===== config.mk =====
export PLATFORM = sky130hd
export DESIGN_NAME = voice_mixer
export DESIGN_NICKNAME = d
export VERILOG_FILES = /design/src/rtl/voice_mixer_pkg.sv /design/src/rtl/voice_mixer_limiter.sv /design/src/rtl/voice_mixer.sv
export SDC_FILE = /design/constraint.sdc
export NUM_CORES = 1
export LEC_CHECK = 0
export BUFFER_PORTS_ARGS = -buffer_cell sky130_fd_sc_hd__buf_2
export CAP_MARGIN = 40
export CORE_MARGIN = 2
export CORE_UTILIZATION = 60
export CTS_CLUSTER_SIZE = 14
export DETAILED_ROUTE_END_ITERATION = 8
export PLACE_DENSITY = 0.81
export SLEW_MARGIN = 5
export SYNTH_ARGS = -nofsm -noshare
export SYNTH_HDL_FRONTEND = slang
export SYNTH_SLANG_ARGS = --single-unit

===== constraint.sdc =====
create_clock -name clk -period 4.82 [get_ports clk]
set_input_delay 0.964 -clock clk [delete_from_list [all_inputs] [get_ports clk]]
set_output_delay 0.964 -clock clk [all_outputs]
set_load 0.02 [all_outputs]

===== src/rtl/voice_mixer_pkg.sv =====
// Shared types and default constants for the voice mixer.
// The VOICE_MIXER_SATURATE_EN macro selects clamping or scaling in mix_limiter.
package voice_mixer_pkg;

    localparam int unsigned DEF_NUM_VOICES = 3;
    localparam int unsigned DEF_SAMPLE_W   = 16;
    localparam int unsigned DEF_TIMEOUT    = 64;

    typedef enum logic [1:0] {
        S_IDLE,
        S_COLLECT,
        S_SUM,
        S_OUT
    } state_e;

    typedef logic signed [DEF_SAMPLE_W-1:0] sample_t;

endpackage


===== src/rtl/voice_mixer_limiter.sv =====
// Combinational reduction of the full-width voice sum to one output sample.
// VOICE_MIXER_SATURATE_EN defined: clamp with clip flag; undefined: scale down by $clog2(NUM_VOICES).
module mix_limiter #(
    parameter int unsigned SUM_W    = 18,
    parameter int unsigned SAMPLE_W = 16
) (
    input  logic signed [SUM_W-1:0]    sum_i,
    output logic signed [SAMPLE_W-1:0] sample_c_o,
    output logic                       clip_c_o
);

`ifdef VOICE_MIXER_SATURATE_EN
    localparam logic signed [SUM_W-1:0] MAX_V = {{(SUM_W-SAMPLE_W+1){1'b0}}, {(SAMPLE_W-1){1'b1}}};
    localparam logic signed [SUM_W-1:0] MIN_V = {{(SUM_W-SAMPLE_W+1){1'b1}}, {(SAMPLE_W-1){1'b0}}};

    always_comb begin
        sample_c_o = SAMPLE_W'(sum_i);
        clip_c_o   = 1'b0;
        if (sum_i > MAX_V) begin
            sample_c_o = SAMPLE_W'(MAX_V);
            clip_c_o   = 1'b1;
        end else if (sum_i < MIN_V) begin
            sample_c_o = SAMPLE_W'(MIN_V);
            clip_c_o   = 1'b1;
        end
    end
`else
    // SUM_W carries $clog2(NUM_VOICES)+1 guard bits; dropping all but the sign bit scales by 1/2^clog2.
    localparam int unsigned SHIFT = SUM_W - SAMPLE_W - 1;

    always_comb begin
        sample_c_o = SAMPLE_W'(sum_i >>> SHIFT);
        clip_c_o   = 1'b0;
    end
`endif

endmodule


===== src/rtl/voice_mixer.sv =====
// Collects one sample per active voice, sums them and emits a limited mixed sample.
// Limiting mode is chosen by the VOICE_MIXER_SATURATE_EN macro (see mix_limiter).
module voice_mixer
    import voice_mixer_pkg::*;
#(
    parameter int unsigned NUM_VOICES = DEF_NUM_VOICES,
    parameter int unsigned SAMPLE_W   = DEF_SAMPLE_W,
    parameter int unsigned TIMEOUT    = DEF_TIMEOUT
) (
    input  logic                           clk,
    input  logic                           reset,
    input  logic                           generate_next_sample,
    input  logic [NUM_VOICES-1:0]          voice_active,
    input  logic [NUM_VOICES-1:0]          voice_ready,
    input  logic [NUM_VOICES*SAMPLE_W-1:0] voice_sample,
    output logic [SAMPLE_W-1:0]            mix_sample,
    output logic                           mix_valid,
    output logic                           busy,
    output logic                           clip,
    output logic                           timeout
);

    localparam int unsigned SUM_W = SAMPLE_W + $clog2(NUM_VOICES) + 1;
    localparam int unsigned CNT_W = $clog2(TIMEOUT + 1);

    state_e                     state_q;
    logic [NUM_VOICES-1:0]      pending_q;
    logic [NUM_VOICES-1:0]      pending_d;
    logic [NUM_VOICES-1:0]      capture_c;
    logic signed [SAMPLE_W-1:0] latched_q [NUM_VOICES];
    logic [CNT_W-1:0]           cnt_q;
    logic                       forced_q;
    logic signed [SUM_W-1:0]    sum_c;
    logic signed [SAMPLE_W-1:0] lim_sample_c;
    logic                       lim_clip_c;
    logic [SAMPLE_W-1:0]        mix_sample_q;
    logic                       mix_valid_q;
    logic                       busy_q;
    logic                       clip_q;
    logic                       timeout_q;

    // First ready pulse of each still-pending voice wins.
    always_comb begin
        capture_c = '0;
        if (state_q == S_COLLECT) begin
            capture_c = voice_ready & pending_q;
        end
        pending_d = pending_q & ~capture_c;
    end

    always_comb begin
        sum_c = '0;
        for (int i = 0; i < int'(NUM_VOICES); i++) begin
            sum_c = sum_c + SUM_W'(latched_q[i]);
        end
    end

    mix_limiter #(
        .SUM_W    (SUM_W),
        .SAMPLE_W (SAMPLE_W)
    ) u_limiter (
        .sum_i      (sum_c),
        .sample_c_o (lim_sample_c),
        .clip_c_o   (lim_clip_c)
    );

    always_ff @(posedge clk) begin
        if (reset) begin
            state_q      <= S_IDLE;
            pending_q    <= '0;
            cnt_q        <= '0;
            forced_q     <= 1'b0;
            mix_sample_q <= '0;
            mix_valid_q  <= 1'b0;
            busy_q       <= 1'b0;
            clip_q       <= 1'b0;
            timeout_q    <= 1'b0;
            for (int i = 0; i < int'(NUM_VOICES); i++) begin
                latched_q[i] <= '0;
            end
        end else begin
            mix_valid_q <= 1'b0;
            clip_q      <= 1'b0;
            timeout_q   <= 1'b0;
            case (state_q)
                S_IDLE: begin
                    if (generate_next_sample) begin
                        pending_q <= voice_active;
                        cnt_q     <= '0;
                        forced_q  <= 1'b0;
                        busy_q    <= 1'b1;
                        state_q   <= S_COLLECT;
                        for (int i = 0; i < int'(NUM_VOICES); i++) begin
                            latched_q[i] <= '0;
                        end
                    end
                end
                S_COLLECT: begin
                    for (int i = 0; i < int'(NUM_VOICES); i++) begin
                        if (capture_c[i]) begin
                            latched_q[i] <= voice_sample[i*SAMPLE_W +: SAMPLE_W];
                        end
                    end
                    pending_q <= pending_d;
                    cnt_q     <= cnt_q + CNT_W'(1);
                    // Leave one cycle after the mask empties, or on the last allowed cycle.
                    if (pending_q == '0) begin
                        state_q <= S_SUM;
                    end else if (cnt_q == CNT_W'(TIMEOUT - 1)) begin
                        forced_q <= |pending_d;
                        state_q  <= S_SUM;
                    end
                end
                S_SUM: begin
                    mix_sample_q <= lim_sample_c;
                    clip_q       <= lim_clip_c;
                    timeout_q    <= forced_q;
                    mix_valid_q  <= 1'b1;
                    state_q      <= S_OUT;
                end
                S_OUT: begin
                    busy_q  <= 1'b0;
                    state_q <= S_IDLE;
                end
                default: begin
                    busy_q  <= 1'b0;
                    state_q <= S_IDLE;
                end
            endcase
        end
    end

    assign mix_sample = mix_sample_q;
    assign mix_valid  = mix_valid_q;
    assign busy       = busy_q;
    assign clip       = clip_q;
    assign timeout    = timeout_q;

endmodule

==> results.json <==
{
  "yosysWarnings": 0,
  "root_buffer": "clkbuf_8",
  "setup_tns_ps": 0,
  "crit_fanout": 3,
  "status": "finished, final reports clean",
  "firstDrtPassIters": 5,
  "synth.top_cells.by_area": "edfxtp_1, dfxtp_1, fa_1",
  "cts_setup_buffers": 0,
  "drt_iter0_markers": 193,
  "clk_pin_slew_ps": 80,
  "synth_top_area_share_pct": 34.5,
  "cts_max_path_buffers": 2,
  "synth-async-reset-ratio_pct": 0,
  "dieArea_um2": 7640,
  "place_area_um2": 4610,
  "fin_crit_ps": 2970,
  "grt_max_degree": 49,
  "fin_cells": 536,
  "hold_viol": 0,
  "dpl.cell_count": 520,
  "cp.arrival_ps": 3200,
  "slew_headroom_pct": 45.0,
  "ys_ff_latch": 80,
  "yosysMostFrequentCell": "and2_1",
  "ys_types": 46,
  "fin_area_um2": 4800,
  "drc_errors": 0,
  "syn_area_per_cell_um2": 11.1,
  "crit_required_ps": 5050,
  "cp-end-kind": "flip-flop",
  "vias_per_cell": 5.54,
  "area_growth_pct": 14.9,
  "grt_pass1_wl_um": 13200,
  "peakVddDrop_uv": 310,
  "diodes": 0,
  "grt_pass1_vias": 2885,
  "syn_inst": 377,
  "seq_power_share_pct": 37.7,
  "clkLatencyLatePin_ps": 360,
  "startpoint_type": "flip-flop",
  "ctsHoldBuffers": 0,
  "p_leak_nw": 2.12,
  "die_w_um": 87.4,
  "max_freq_ghz": 0.336,
  "fin_nets": 545,
  "nFillCells": 516,
  "grt-ovfl-total": 0,
  "wirelength_um": 7890,
  "hold_ws_ps": 453,
  "synth_edf_count": 48,
  "comb_power_share_pct": 44.0,
  "rrSetupSlack_ps": 1850,
  "ant_nets": 0,
  "synth_area_um2": 4180,
  "clock-sinks": 80,
  "drive_gt1_share_pct": 21.9,
  "pwr-share-clk_pct": 18.3,
  "wire_per_inst_um": 14.7,
  "power.internal_mw": 1.61,
  "r2r-start": "latched_q[0][1]",
  "drv_slew": 0,
  "worstMarginPinSlew_ps": 823,
  "cts_resized": 0,
  "rsz0062_at_grt": "no",
  "max_cap_viol_count": 0,
  "dpl.hpwl_um": 5880,
  "htree_levels": 3,
  "power_density_nw_per_um2": 553,
  "ys_seq_area_share_pct": 49.9,
  "switching_share_pct": 39.2,
  "rows": 30,
  "timing.rr.end": "mix_sample[13]",
  "ff2ff_path_depth": 10,
  "cts_tree": "built",
  "grt_antenna_before_repair": 0,
  "fp.dieH_um": 87.4,
  "hp-class": "flip-flop to flip-flop",
  "ios": 77,
  "grt.total_usage_pct": 22.9,
  "path_class": "flip-flop to flip-flop",
  "synth.largest_area_cell": "edfxtp_1",
  "min_path_cells": 2,
  "min_to": "mix_sample[11]",
  "coreArea_um2": 6760,
  "setup_violations": 0,
  "io_buffers": 75,
  "skew_ps": 12.4,
  "gp_congestion": 0.822,
  "numCtsBuffers": 9,
  "ys_top_cells_by_count": "and2_1, edfxtp_1, dfxtp_1",
  "synth_flop_cell": "edfxtp_1",
  "worstHoldStart": "mix_sample[11]",
  "finalCritPeriodShare_pct": 61.7,
  "vias": 2972,
  "p_sw_mw": 1.04,
  "synth_nets": 471,
  "initial_utilization_pct": 61.8
}
-- cell type report --
cell class | instances | area (µm²) | area share (%)
clock buffer | 11 | 134 | 2.79
clock inverter | 5 | 53.8 | 1.12
inverter | 13 | 48.8 | 1.02
multi-input combinational | 271 | 1990 | 41.6
sequential | 80 | 2080 | 43.4
tap | 80 | 100 | 2.09
timing repair buffer | 76 | 383 | 7.98
-- metrics by stage --
| step | power [mW] | worst slack, ps | utilization [%] |
|---|---|---|---|
| floorplan | 1.88 | 2120 | - |
| global placement | 2.12 | 1990 | 68.2 |
| detailed placement | 2.18 | 1860 | 68.2 |
| CTS | 2.66 | 1860 | 71.0 |
| global route | 2.84 | 1640 | 71.0 |
| finish | 2.65 | 1850 | 71.0 |
-- power groups by stage --
stage	sequential [mW]	combinational [mW]	clock, mW
after floorplan	1.05	0.833	0
after global placement	1.00	1.12	0
after detailed placement	1.02	1.16	0
after CTS	1.00	1.17	0.494
after global routing	1.02	1.30	0.521
final	0.999	1.17	0.485
-- registers in the layout, summed over array words and instances, names as in the netlist --
register    cells
mix_valid       1
mix_sample     16
latched_q      48
state_q         2
pending_q       3
timeout         1
cnt_q           7
forced_q        1
busy            1
-- how the worst max path moves through the flow --
stage	start	to	slack (ps)
after detailed placement	latched_q[0][1]	mix_sample[13]	1860
after global placement	latched_q[0][1]	mix_sample[13]	1990
final	latched_q[0][1]	mix_sample[13]	1850
after global routing	latched_q[0][0]	mix_sample[13]	1640
after CTS	latched_q[0][1]	mix_sample[13]	1860
after floorplan	latched_q[0][1]	mix_sample[13]	2120
-- per-layer routing --
metal	vias to the layer above	global-route usage, %	part of all wire [%]
met5	-	0	0
met4	0	8.11	1.6
met3	13	5.31	4.6
met2	86	38.8	51
met1	1402	28.8	43
li1	1471	-	-
-- cells in the final DEF, fill, tap and decap left out, drive strengths merged, types with 3 or more instances in the layout --
master,count
buf,76
and2,49
edfxtp,48
dfxtp,32
nor2,29
nand2,27
ha,21
o21ai,19
a21oi,18
fa,16
inv,16
nand3,13
xnor2,12
clkbuf,11
a21o,6
nor2b,6
o22ai,5
nand2b,4
a31oi,4
xor2,4
o21bai,4
and3,3
o2111ai,3
mux2i,3
-- worst max-delay path, stage by stage (launching register included) --
cell      delay (ps)
edfxtp_1         340
inv_1             50
fa_1             610
nor2_1            90
fa_1             410
a21o_1           230
a221oi_2         380
o21ai_2          180
o32ai_2          300
xor2_1           170
o21ai_1           80
-- kinds of logic after synthesis --
| kind of cell | share of synthesized area, % |
|---|---|
| AO/OA/AOI/OAI | 12.3 |
| flip-flops | 49.9 |
| multiplexers | 0.719 |
| AND/OR/NAND/NOR | 17.3 |
| other | 0.0898 |
| adder cells (fa/ha/maj) | 14.0 |
| XOR/XNOR | 3.36 |
| buffers and inverters | 2.43 |
No activity file was read; power rests on OpenSTA's default activity.
